===== config.mk =====
export PLATFORM = sky130hd
export DESIGN_NAME = triangle_search
export DESIGN_NICKNAME = d
export VERILOG_FILES = /design/src/rtl/triangle_search.sv
export SDC_FILE = /design/constraint.sdc
export NUM_CORES = 1
export LEC_CHECK = 0
export CORE_AREA = 4 4 124 155
export CTS_BUF_LIST = sky130_fd_sc_hd__clkbuf_4 sky130_fd_sc_hd__clkbuf_8
export DETAILED_ROUTE_END_ITERATION = 12
export DIE_AREA = 0 0 128 159
export HOLD_SLACK_MARGIN = 0.02
export PLACE_DENSITY = 0.83
export SETUP_SLACK_MARGIN = 0.2
export SKIP_LAST_GASP = 1
export SLEW_MARGIN = 0
export SYNTH_ARGS = -nofsm -noshare
export SYNTH_HDL_FRONTEND = slang
export SYNTH_SLANG_ARGS = --single-unit

===== constraint.sdc =====
create_clock -name clk -period 7.96 [get_ports clk]
set_input_delay 1.592 -clock clk [delete_from_list [all_inputs] [get_ports clk]]
set_output_delay 1.592 -clock clk [all_outputs]
set_load 0.01 [all_outputs]

===== src/rtl/triangle_search.sv =====
// -----------------------------------------------------------------------------
// triangle_search
// Walks the triangle numbers T(n) = 1, 3, 6, 10, ... and hands each one to an
// external divisor counter. The walk stops at the first T(n) whose divisor
// count is strictly greater than a latched threshold. If the next T(n) does
// not fit in WIDTH bits, the walk stops instead with overflow set.
//
// Ports
//   clk          in   1      rising-edge clock
//   rst_n        in   1      synchronous active-low reset, wins over go
//   go           in   1      start request, accepted only in IDLE/DONE/OVF
//   threshold    in   WIDTH  divisor-count bound, latched on accepted go
//   fc_start     out  1      one-cycle start pulse to the divisor counter
//   fc_value     out  WIDTH  triangle number under test
//   fc_done      in   1      divisor counter completion level
//   fc_result    in   WIDTH  divisor count, valid while fc_done=1
//   busy         out  1      search in progress
//   found        out  1      level, result available
//   found_value  out  WIDTH  winning (or last tested, on overflow) T(n)
//   found_index  out  WIDTH  winning (or last tested, on overflow) n
//   overflow     out  1      level, T(n+1) would not fit in WIDTH bits
// -----------------------------------------------------------------------------
module triangle_search #(
    parameter int unsigned WIDTH = 32
) (
    input  logic             clk,
    input  logic             rst_n,
    input  logic             go,
    input  logic [WIDTH-1:0] threshold,
    output logic             fc_start,
    output logic [WIDTH-1:0] fc_value,
    input  logic             fc_done,
    input  logic [WIDTH-1:0] fc_result,
    output logic             busy,
    output logic             found,
    output logic [WIDTH-1:0] found_value,
    output logic [WIDTH-1:0] found_index,
    output logic             overflow
);

    localparam int unsigned SUM_W = WIDTH + 1;

    typedef enum logic [2:0] {
        S_IDLE,
        S_NEXT,
        S_ISSUE,
        S_ACK,
        S_WAIT,
        S_CHECK,
        S_DONE,
        S_OVF
    } state_t;

    state_t             r_state;
    logic [WIDTH-1:0]   r_n;
    logic [WIDTH-1:0]   r_t;
    logic [WIDTH-1:0]   r_thr;
    logic [WIDTH-1:0]   r_count;
    logic               r_fc_start;
    logic               r_busy;
    logic               r_found;
    logic [WIDTH-1:0]   r_found_value;
    logic [WIDTH-1:0]   r_found_index;
    logic               r_overflow;

    // Next triangle number with one extra bit; the top bit flags overflow.
    logic [SUM_W-1:0]   w_t_sum;
    logic [WIDTH-1:0]   w_n_inc;

    assign w_n_inc = r_n + WIDTH'(1);
    assign w_t_sum = {1'b0, r_t} + {1'b0, r_n} + SUM_W'(1);

    // Search controller: all state and outputs update here.
    always_ff @(posedge clk) begin
        if (!rst_n) begin
            r_state       <= S_IDLE;
            r_n           <= '0;
            r_t           <= '0;
            r_thr         <= '0;
            r_count       <= '0;
            r_fc_start    <= 1'b0;
            r_busy        <= 1'b0;
            r_found       <= 1'b0;
            r_found_value <= '0;
            r_found_index <= '0;
            r_overflow    <= 1'b0;
        end else begin
            r_fc_start <= 1'b0;
            case (r_state)
                S_IDLE, S_DONE, S_OVF: begin
                    if (go) begin
                        r_thr         <= threshold;
                        r_n           <= '0;
                        r_t           <= '0;
                        r_found       <= 1'b0;
                        r_overflow    <= 1'b0;
                        r_found_value <= '0;
                        r_found_index <= '0;
                        r_busy        <= 1'b1;
                        r_state       <= S_NEXT;
                    end
                end

                S_NEXT: begin
                    if (w_t_sum[WIDTH]) begin
                        // n and T stay at the last tested pair.
                        r_overflow    <= 1'b1;
                        r_found_value <= r_t;
                        r_found_index <= r_n;
                        r_busy        <= 1'b0;
                        r_state       <= S_OVF;
                    end else begin
                        r_n        <= w_n_inc;
                        r_t        <= w_t_sum[WIDTH-1:0];
                        r_fc_start <= 1'b1;
                        r_state    <= S_ISSUE;
                    end
                end

                // fc_start is high for this state only.
                S_ISSUE: begin
                    r_state <= S_ACK;
                end

                // Let a done level left from the previous value drop first.
                S_ACK: begin
                    if (!fc_done) begin
                        r_state <= S_WAIT;
                    end
                end

                S_WAIT: begin
                    if (fc_done) begin
                        r_count <= fc_result;
                        r_state <= S_CHECK;
                    end
                end

                S_CHECK: begin
                    if (r_count > r_thr) begin
                        r_found       <= 1'b1;
                        r_found_value <= r_t;
                        r_found_index <= r_n;
                        r_busy        <= 1'b0;
                        r_state       <= S_DONE;
                    end else begin
                        r_state <= S_NEXT;
                    end
                end

                default: begin
                    r_busy  <= 1'b0;
                    r_state <= S_IDLE;
                end
            endcase
        end
    end

    // T is only written in NEXT, so it is stable from ISSUE through CHECK.
    assign fc_value    = r_t;
    assign fc_start    = r_fc_start;
    assign busy        = r_busy;
    assign found       = r_found;
    assign found_value = r_found_value;
    assign found_index = r_found_index;
    assign overflow    = r_overflow;

endmodule


### Word level (Yosys, flattened, before mapping)

Index checks and enable logic that the tools add are counted.

* flip-flop bits (word level): 199
* output and inout bits: 100
* word-level logic and storage cells: 68

* add/subtract/negate cells: 3
* order comparisons: 1
* equality and inequality tests: 13
* mux-type cells: 27
* reductions and logical operators: 13

Operator list (number)
* 32-bit 2-to-1 mux: 7
* 32-bit case mux with 3 select lines: 2
* 32-bit case mux with 2 select lines: 2
* 32-bit by 32-bit adder with 33-bit output: 1
* 33-bit by 1-bit adder with 33-bit output (second input constant): 1
* 32-bit by 1-bit adder with 32-bit output (second input constant): 1
* 32-bit greater-than comparator: 1
* 3-bit case mux with 6 select lines: 1
* 3-bit 2-to-1 mux: 5
* 3-bit equality test (second input constant): 4
* 2-bit != test (second input constant): 6
* 3-bit AND reduction: 4
* 1-bit 2-to-1 mux: 7
* 3-bit by 2-bit equality test with 1-bit output (second input constant): 2
* 2-bit AND reduction: 3
* 1-bit case mux with 2 select lines: 2
* 4-bit AND reduction: 1
* 2-bit nonzero test: 2
* 3-bit by 1-bit equality test with 1-bit output (second input constant): 1
* 3-bit logical NOT: 1
* 1-bit case mux with 3 select lines: 1
* 3-bit nonzero test: 1
* 3-bit OR reduction: 1

### Logic depth before layout (Yosys ltp)

Gate-level depths: netlist (run 1).

* depth after elaboration: 4
* depth in mapped cells: 13
* depth with buffers taken out: 11

### Least setup slack after synthesis (run 1)

OpenSTA, ideal clock, no wires.

* kind: register -> register
* start: reg r_t[0], in the netlist fc_value[0]
* end: reg r_found_index[13], in the netlist found_index[13]
* setup time: 0.072 ns
* arrival: 2.713 ns
* required time: 7.888 ns
* slack: 5.176 ns
* stages on the path, launching flop included: 14
* buffers on the path: 2
* clock period less this slack: 2.784 ns
* path through: dfxtp_1 -> inv_1 -> ha_1 -> fa_1 -> nand2b_1 -> a21oi_1 -> o211ai_1 -> a21oi_2 -> nor2_1 -> a21o_1 -> nand3_1 -> buf_4 -> buf_4 -> mux2i_1

* word-level cells in the longest chain between the ends: 4

Ends and longest elaborated chain
* from (decl): RTL line 56 `logic [WIDTH-1:0] r_t;`
* from (signal assigned): RTL line 114 `r_t <= w_t_sum[WIDTH-1:0];`
* 32-bit by 32-bit adder with 33-bit output: RTL line 71 `assign w_t_sum = {1'b0, r_t} + {1'b0, r_n} + SUM_W'(1);`
* 33-bit by 1-bit adder with 33-bit output: RTL line 71
* 2-bit != test (no line)
* 4-bit AND reduction (no line)
* to (signal assigned): RTL line 109 `r_found_index <= r_n;`
* to (signal assigned): RTL line 143 `r_found_index <= r_n;`
* to (decl): RTL line 63 `logic [WIDTH-1:0] r_found_index;`

No other way between the ends.
A chain may end at the register's enable or synchronous reset.

### Worst setup path in the final report (run 1)

* start: reg r_n[0]
* end: reg r_found_value[4], in the netlist found_value[4]

* word-level cells in the longest chain between the ends: 4

Ends and longest elaborated chain
* from (decl): RTL line 55 `logic [WIDTH-1:0] r_n;`
* from (signal assigned): RTL line 113 `r_n <= w_n_inc;`
* 32-bit by 32-bit adder with 33-bit output: RTL line 71
* 33-bit by 1-bit adder with 33-bit output: RTL line 71
* 2-bit != test (no line)
* 4-bit AND reduction (no line)
* to (signal assigned): RTL line 108 `r_found_value <= r_t;`
* to (signal assigned): RTL line 142 `r_found_value <= r_t;`
* to (decl): RTL line 62 `logic [WIDTH-1:0] r_found_value;`

No other way between the ends.

==> metrics.txt, run 1 <==
status completed; cell accounting for the most synthesized area dfxtp_1; Hold WS 0.459 ns; crit path capture type flip-flop; die width 128 um; Total GRT Usage 27.2%; post-DR wirelength/cell 16.9 um; Mapped Cells 1,302; DRC Markers 0; Logic pwr share 15.7%; Post-synth EDFFs 0; area of the core 17,600 um2; Hold Fails Final Rpt 0; Post-Syn Nets 1,436; Post-CTS Hold Buffers 0; Min Clock Period, post-route 3.78 ns; number of setup buffers added after CTS 0; H-tree depth 4; final setup fails 0; critical path's slowest cell buf_4; layout cells sized above 1 4.69%; routed wire length 28.0 mm; initial antenna violation count 0; Synth area leaders dfxtp_1 (38%), nand2_1 (9.1%), ha_1 (7.8%); CTS tree built; leakage power 4.70 nW; multi-input logic area 5980 um2; setup slack, reg-to-reg 4.18 ns; FP Rows 54; Mean Syn Cell Area 8.04 um2; Crit Path Class reg -> reg; sw frac 29.7%; Max stage delay on crit path 0.75 ns; Clk pwr share 32.4%; sequential power share 51.9%; highest clock rate 265 MHz; Synth top area share 38.1%; Slew @ Worst Pin 1.09 ns; CP Launch Type flip-flop; vias per inst 5.83; area of the mapped netlist 10,500 um2; total number of yosys warnings 0; Peak VDD IR 96.9 uV; CTS buffer count 17; Primary FF master, synth dfxtp_1; Max Cap Viol 0; die area 20,400 um2; final slew viol count 0; Max-slew headroom 27.0%; diodes inserted 0; clk buf depth 2; worst skew pair latency 0.48 ns; ratio of final minimum period to clock period 47.4%; CTS sink cnt 199; starting density of the core 59.6%; Hold WC Path Type reg -> reg; # fillers 1,461; RSZ-0062 raised after global routing no; I/O Pins 168; Synth cell types 61; Routed Antenna Nets 0; worst-path cell chain inv_1 > ha_1 > fa_1 > nand2b_1 > a21oi_1 > o211ai_1 > a21oi_2 > nor2_1 > a21o_1 > nand3_4 > buf_4 > mux2i_1; Area Overhead vs Synth 20.2%; setup TNS 0 ns; Post-synth ARST share 0%; critical path required time 8.36 ns; critical path arrival 4.18 ns; GPL Wtd Cong 0.908; # resized after CTS 0; Worst-path clk slew 0.10 ns; P_sw 0.589 mW; hpwl dp 19.9 mm; IO Port Bufs 167; Layout Nets 1,552; #FFs+latches synth 199; vias in the first global route 9,117; Seq/Total Area, Yosys 38.1%; Die H 159 um; Cell Pwr Density 158 nW/um2; root buf cell clkbuf_8; largest net degree at the start of global routing 105; detailed-route via count 9,640; first-pass GRT wire length 45.8 mm; gr ovfl total 0; Initial DRT Pass Iterations 5; Clock Skews 0.0153 ns; register area 3980 um2; Initial DRC Count 665; crit path max fanout 65; Int Pwr 1.40 mW
## cells in the mapped netlist (all sizes together), types with 9 or more instances
library cell,n
a21o,19
a21oi,128
and3,10
buf,15
clkbuf,68
dfxtp,199
ha,65
inv,50
mux2i,69
nand2,254
nand2b,10
nand3,121
nand4,25
nor2,60
nor3,22
nor4,11
o21ai,29
o31ai,9
xnor2,27
xor2,19
## power groups by stage
| stage | logic [mW] | registers [mW] | clock network (mW) |
|---|---|---|---|
| after floorplan | 0.219 | 1.05 | 0 |
| after global placement | 0.304 | 1.05 | 0 |
| after detailed placement | 0.310 | 1.05 | 0 |
| after CTS | 0.311 | 1.03 | 0.654 |
| after global routing | 0.340 | 1.03 | 0.694 |
| final | 0.312 | 1.03 | 0.643 |
## path summary, 6_finish.rpt
kind | start | to | depth (start not counted)
worst min register to register | found_index[0] | found_index[0] | 2
worst max register to register | r_n[0] | found_value[4] | 12
worst max-delay path | r_n[0] | found_value[4] | 12
worst min-delay path | found_index[0] | found_index[0] | 2
## sequential cells by signal (all words and copies together) (netlist names), 3 cells and up
register,cells
fc_value,32
found_index,32
found_value,32
r_count,32
r_n,32
r_thr,32
r_state,3
## routing by layer
metal  part of all wire, %  vias to the layer above  wire (um)  global-route usage [%]
met5                     0                        -          0                       0
li1                      -                     4759          -                       -
met4                   2.5                        0        711                    9.85
met2                    49                      316      13800                    46.0
met1                    43                     4513      12000                    35.0
met3                   5.3                       52       1500                    3.76
## metrics by stage
stage          power (mW)  worst slack [ns]  area [um2]  std cells  util [%]
2_1_floorplan        1.27              5.18       10500       1302         -
3_3_place_gp         1.36              4.28       12200       1623      69.4
6_report             1.99              4.18       12600       1654      71.6
4_1_cts              2.00              4.23       12600       1654      71.6
3_5_place_dp         1.36              4.21       12200       1623      69.4
5_1_grt              2.07              3.96       12600       1654      71.6
## critical path: cells and delay by family, from the launching register on
family	cells	cell delay, ns
AOI/OAI and AO/OA	4	1.03
adders and majority gates	2	0.59
muxes	1	0.27
and+or+nand+nor	3	0.40
buffers and inverters	2	0.82
DFF	1	0.45
## placed cells by master, fill, tap and decap left out, types with 10 or more instances in the layout
cell type / count
a21o_1: 19
a21oi_1: 127
and3_1: 10
buf_4: 14
clkbuf_8: 17
clkdlybuf4s50_1: 166
dfxtp_1: 199
ha_1: 65
inv_1: 49
mux2i_1: 69
nand2_1: 254
nand2b_1: 10
nand3_1: 120
nand4_1: 24
nor2_1: 60
nor3_1: 21
o21ai_0: 28
xnor2_1: 27
xor2_1: 19
## cells by family (layout without fill, tap and decap cells)
logic type               after synthesis  in the layout  share of synthesized area [%]
AO/OA/AOI/OAI                        244            244                           14.2
AND/OR/NAND/NOR                      544            544                           24.1
XOR/XNOR                              46             46                           3.85
flip-flops                           199            199                           38.1
multiplexers                          70             70                           6.70
adder cells (fa/ha/maj)               66             66                           7.96
buffers and inverters                133            261                           5.12
## cell type report
type                    instances  share of cell area, %
well taps                     224                   2.23
flip-flops and latches        199                   31.7
clock buffers                  19                   1.98
inverters                      50                   1.49
clock inverters                12                   1.08
multi-input cells             970                   47.5
repair buffers                180                   14.0
Note: power is estimated with default switching activity, not from simulation.
==> run 2: changes to the inputs <==
CORE_AREA = 4 4 128 160   (was 4 4 124 155)
DIE_AREA = 0 0 132 164   (was 0 0 128 159)
PLACE_DENSITY = 0.78   (was 0.83)
clock period = 3.6 ns   (was 7.96 ns; I/O delays follow)
==> run 2 against run 1 <==
Sequential share of layout area down 0.49 points. Flip-flop and latch count unchanged. Maximum frequency up 20%. Count of clock-buffer cells in the layout down 1.
==> metrics.txt, run 2 (same netlist as run 1, synthesis figures left out) <==
hpwl dp 20.5 mm; Slew @ Worst Pin 0.906 ns; most frequent cells in the layout nand2_1 (254), dfxtp_1 (199), clkdlybuf4s50_1 (166); Min Clock Period, post-route 3.15 ns; Post-Place Worst Slack 0.482 ns; worst skew pair latency 0.47 ns; min setup slack post-route 0.452 ns; Layout Cells excl Fill 1,670; register area 3980 um2; FF-to-FF path depth 12; root buf cell clkbuf_8; number of setup buffers added after CTS 0; vias per inst 5.80; post-placement cell area 12,300 um2; vias in the first global route 9,377; CP Launch Type flip-flop; crit path max fanout 36; diodes inserted 0; Hold WS 0.460 ns; status completed; Hold Crit Depth 2; clk buf depth 2; layout cells sized above 1 5.22%; crit path capture type flip-flop; final setup fails 0; GPL Wtd Cong 0.929; worst-path cell chain inv_1 > ha_1 > fa_1 > nand2b_1 > a21oi_1 > o211ai_1 > a21oi_2 > nor2_1 > a21o_1 > nand3_4 > buf_12 > mux2i_1; Max-slew headroom 39.5%; FP Rows 56; largest net degree at the start of global routing 67; Clock Skews 0.0204 ns; die width 132 um; Max stage delay on crit path 0.45 ns; final slew viol count 0; Hold WC Path Type reg -> reg; multi-input logic area 5980 um2; CTS buffer count 17; Initial DRT Pass Iterations 8; Routed Antenna Nets 0; routed wire length 28.8 mm; starting density of the core 55.5%; Crit Path Class reg -> reg; Initial DRC Count 748; Post-CTS Hold Buffers 0; critical path required time 4.00 ns; Hold Fails Final Rpt 0; post-route cell area 12,800 um2; critical path's slowest cell dfxtp_1; leakage power 4.79 nW; Peak VDD IR 263 uV; setup TNS 0 ns; # resized after CTS 0; # fillers 1,573; CTS sink cnt 199; detailed-route via count 9,687; post-placement cell count 1,639; H-tree depth 4; most common cell after layout, fill and taps aside nand2_1; WP depth 12; Cell Pwr Density 366 nW/um2; area of the core 18,800 um2; CP bufs+invs 2; first-pass GRT wire length 47.3 mm; Die H 164 um; critical path arrival 3.55 ns; Max Cap Viol 0; DRC Markers 0; I/O Pins 168; IO Port Bufs 167; initial antenna violation count 0; Total GRT Usage 26.3%; post-DR wirelength/cell 17.2 um; die area 21,600 um2; ratio of final minimum period to clock period 87.4%; RSZ-0062 raised after global routing no; highest clock rate 318 MHz; Worst-path clk slew 0.10 ns; gr ovfl total 0; Area Overhead vs Synth 22.1%; Top Family by Delay on Critical Path compound AO/OA/AOI/OAI gates; Layout Nets 1,560; CTS tree built
-- run 2: cell types whose count changed in the layout (fill, tap and decap cells not counted), sizes merged --
cell    change
clkbuf      -1
clkinv      -2
bufinv      +4
buf         +8
inv         -1
-- run 2: worst reg2reg max path, delay by kind of cell, from the launching register on --
kind | cells | cell delay [ns]
AO/OA/AOI/OAI | 4 | 1.03
adder cells (fa/ha/maj) | 2 | 0.60
flip-flops | 1 | 0.45
AND/OR/NAND/NOR | 3 | 0.42
buffers and inverters | 2 | 0.32
multiplexers | 1 | 0.26
-- run 2: through the flow --
step | util (%) | power (mW)
4_1_cts | 67.8 | 4.72
6_report | 67.8 | 4.68
3_3_place_gp | 65.3 | 3.05
3_5_place_dp | 65.3 | 3.06
2_1_floorplan | - | 2.80
5_1_grt | 67.8 | 4.86
-- run 2: worst paths after layout --
path | startpoint | to | slack (ns)
hold reg to reg | r_thr[15] | r_thr[15] | 0.46
setup reg to reg | r_n[0] | found_index[30] | 0.45
hold / removal | r_thr[15] | r_thr[15] | 0.46
setup / recovery | r_n[0] | found_index[30] | 0.45
-- run 2: cell type report --
cell class | count | share of cell area (%)
Clock inverter | 13 | 1.69
Inverter | 50 | 1.47
Multi-Input combinational cell | 970 | 46.8
Timing Repair Buffer | 188 | 14.7
Tap cell | 232 | 2.27
Clock buffer | 18 | 1.94
Sequential cell | 199 | 31.2
-- run 2: power by group --
group          switching [mW]  internal (mW)
sequential             0.0363           2.25
clock                   0.817          0.853
combinational           0.448          0.283
-- run 2: routing by layer --
metal	GRT usage, %	part of all wire (%)	up-vias
met5	0	0	-
met4	9.31	2.3	0
met3	4.32	5.6	44
met2	45.4	49	315
met1	33.4	43	4556
li1	-	-	4772
==> run 3: changes to the inputs <==
==> constraint.sdc (replaced) <==
create_clock -name clk -period 3.6 [get_ports clk]
set_input_delay 0.54 -clock clk [delete_from_list [all_inputs] [get_ports clk]]
set_output_delay 0.54 -clock clk [all_outputs]
set_load 0.01 [all_outputs]
==> run 3 against run 2 <==
Total power shrank 3.4%. Routed wire length shrank 0.13%. Critical path depth is the same. Register-to-register slack lost 0.03 ns. Utilization is essentially flat. Maximum frequency shrank 1.1%. Non-clock buffer count grew 11. Sequential share of layout area is essentially flat. Setup slack lost 0.034 ns. Cell area is essentially flat. Flip-flop and latch count is the same.
==> metrics.txt, run 3 (same netlist as run 1, synthesis figures left out) <==
crit path max fanout 32; CTS tree built; post-placement cell count 1,644; Post-Place Worst Slack 0.391 ns; Layout Nets 1,571; worst skew pair latency 0.48 ns; Critical path destination r_n[22]; initial antenna violation count 0; Clock Skews 0.0160 ns; RSZ-0062 raised after global routing no; min setup slack post-route 0.418 ns; vias per inst 5.81; Initial DRT Pass Iterations 5; GPL Wtd Cong 0.958; ratio of final minimum period to clock period 88.4%; Hold WC Path Type reg -> reg; Peak VDD IR 248 uV; setup TNS 0 ns; detailed-route via count 9,775; Initial DRC Count 662; critical path required time 3.95 ns; die width 132 um; first-pass GRT wire length 46.8 mm; Crit Reg-Reg Startpoint fc_value[0]; Layout Cells excl Fill 1,682; H-tree depth 4; # resized after CTS 0; setup slack, reg-to-reg 0.42 ns; CTS buffer count 17; Max-slew headroom 50.6%; Total GRT Usage 26.2%; gr ovfl total 0; highest clock rate 314 MHz; Die H 164 um; leakage power 4.81 nW; critical path arrival 3.53 ns; Routed Antenna Nets 0; final setup fails 0; crit path launch fc_value[0]; status completed; Max Cap Viol 0; FF-to-FF path depth 12; clk buf depth 2; final slew viol count 0; I/O Pins 168; largest net degree at the start of global routing 51; Area Overhead vs Synth 22.1%; DRC Markers 0; FP Rows 56; root buf cell clkbuf_8; die area 21,600 um2; Min Clock Period, post-route 3.18 ns; area of the core 18,800 um2; IO Port Bufs 167; Worst-path clk slew 0.10 ns; reg-to-reg endpoint r_n[22]; routed wire length 28.7 mm; most frequent cells in the layout nand2_1 (254), dfxtp_1 (199), clkdlybuf4s50_1 (166); vias in the first global route 9,225; Cell Pwr Density 354 nW/um2; crit path capture type flip-flop; diodes inserted 0; Slew @ Worst Pin 0.741 ns; CTS sink cnt 199; hpwl dp 20.8 mm; CP Launch Type flip-flop; layout cells sized above 1 6.00%; Hold Fails Final Rpt 0; most common cell after layout, fill and taps aside nand2_1; starting density of the core 55.5%; Crit Path Class reg -> reg; post-DR wirelength/cell 17.1 um
-- run 3: cell types whose count changed in the layout (fill, tap and decap cells not counted), sizes merged --
cell and change:
bufinv -3, buf +11, inv +1, clkinv +1
clkinvlp +2
-- run 3: through the flow --
step | hold slack (ns) | util, % | power (mW) | cell area [um2]
final | 0.458 | 67.8 | 4.52 | 12800
after global routing | 0.477 | 67.8 | 4.71 | 12800
after CTS | 0.462 | 67.6 | 4.54 | 12700
after detailed placement | 0.447 | 65.4 | 3.05 | 12300
after global placement | 0.442 | 65.4 | 3.04 | 12300
after floorplan | 0.436 | - | 2.80 | 10500
-- run 3: how the worst min path moves through the flow --
stage                         start              end  cells past startpoint
global route              r_thr[25]        r_thr[25]                      2
global placement    found_value[29]  found_value[29]                      2
finish                    r_thr[30]        r_thr[30]                      2
detailed placement  found_index[19]  found_index[19]                      2
CTS                       r_thr[30]        r_thr[30]                      2
floorplan                r_count[0]       r_count[0]                      2
-- run 3: critical path, stage by stage, from the launching register on --
cell      delay (ns)
dfxtp_1         0.39
inv_1           0.06
ha_1            0.22
fa_1            0.38
nand2b_1        0.20
a21oi_1         0.27
o211ai_1        0.19
a21oi_2         0.30
o31a_2          0.32
buf_4           0.39
nor3_1          0.11
xnor2_1         0.16
nor2_1          0.06
-- run 3: timing repair --
action	in CTS	in global routing
hold buffers	0	0
endpoints found under the setup margin	0	49
setup buffers	0	6
-- run 3: area by class of cell --
type                    count  area (um2)
fillers                  1587        6060
multi-input cells         970        5980
flip-flops and latches    199        3980
repair buffers            199        1930
well taps                 232         290
clock buffers              18         248
inverters                  50         188
clock inverters            14         165
-- run 3: power by group --
| part | internal (mW) | leakage [nW] | total, mW | switching (mW) |
|---|---|---|---|---|
| clock | 0.654 | 0.196 | 1.51 | 0.852 |
| sequential | 2.25 | 1.61 | 2.28 | 0.0348 |
| combinational | 0.291 | 3.00 | 0.737 | 0.445 |
-- run 3: routing by layer --
metal  share of wire, %  up-vias  global-route usage, %
met5                  0        -                      0
met4                3.2        0                   10.3
met3                5.2       61                   3.92
met2                 48      311                   44.7
met1                 43     4592                   33.6
li1                   -     4811                      -
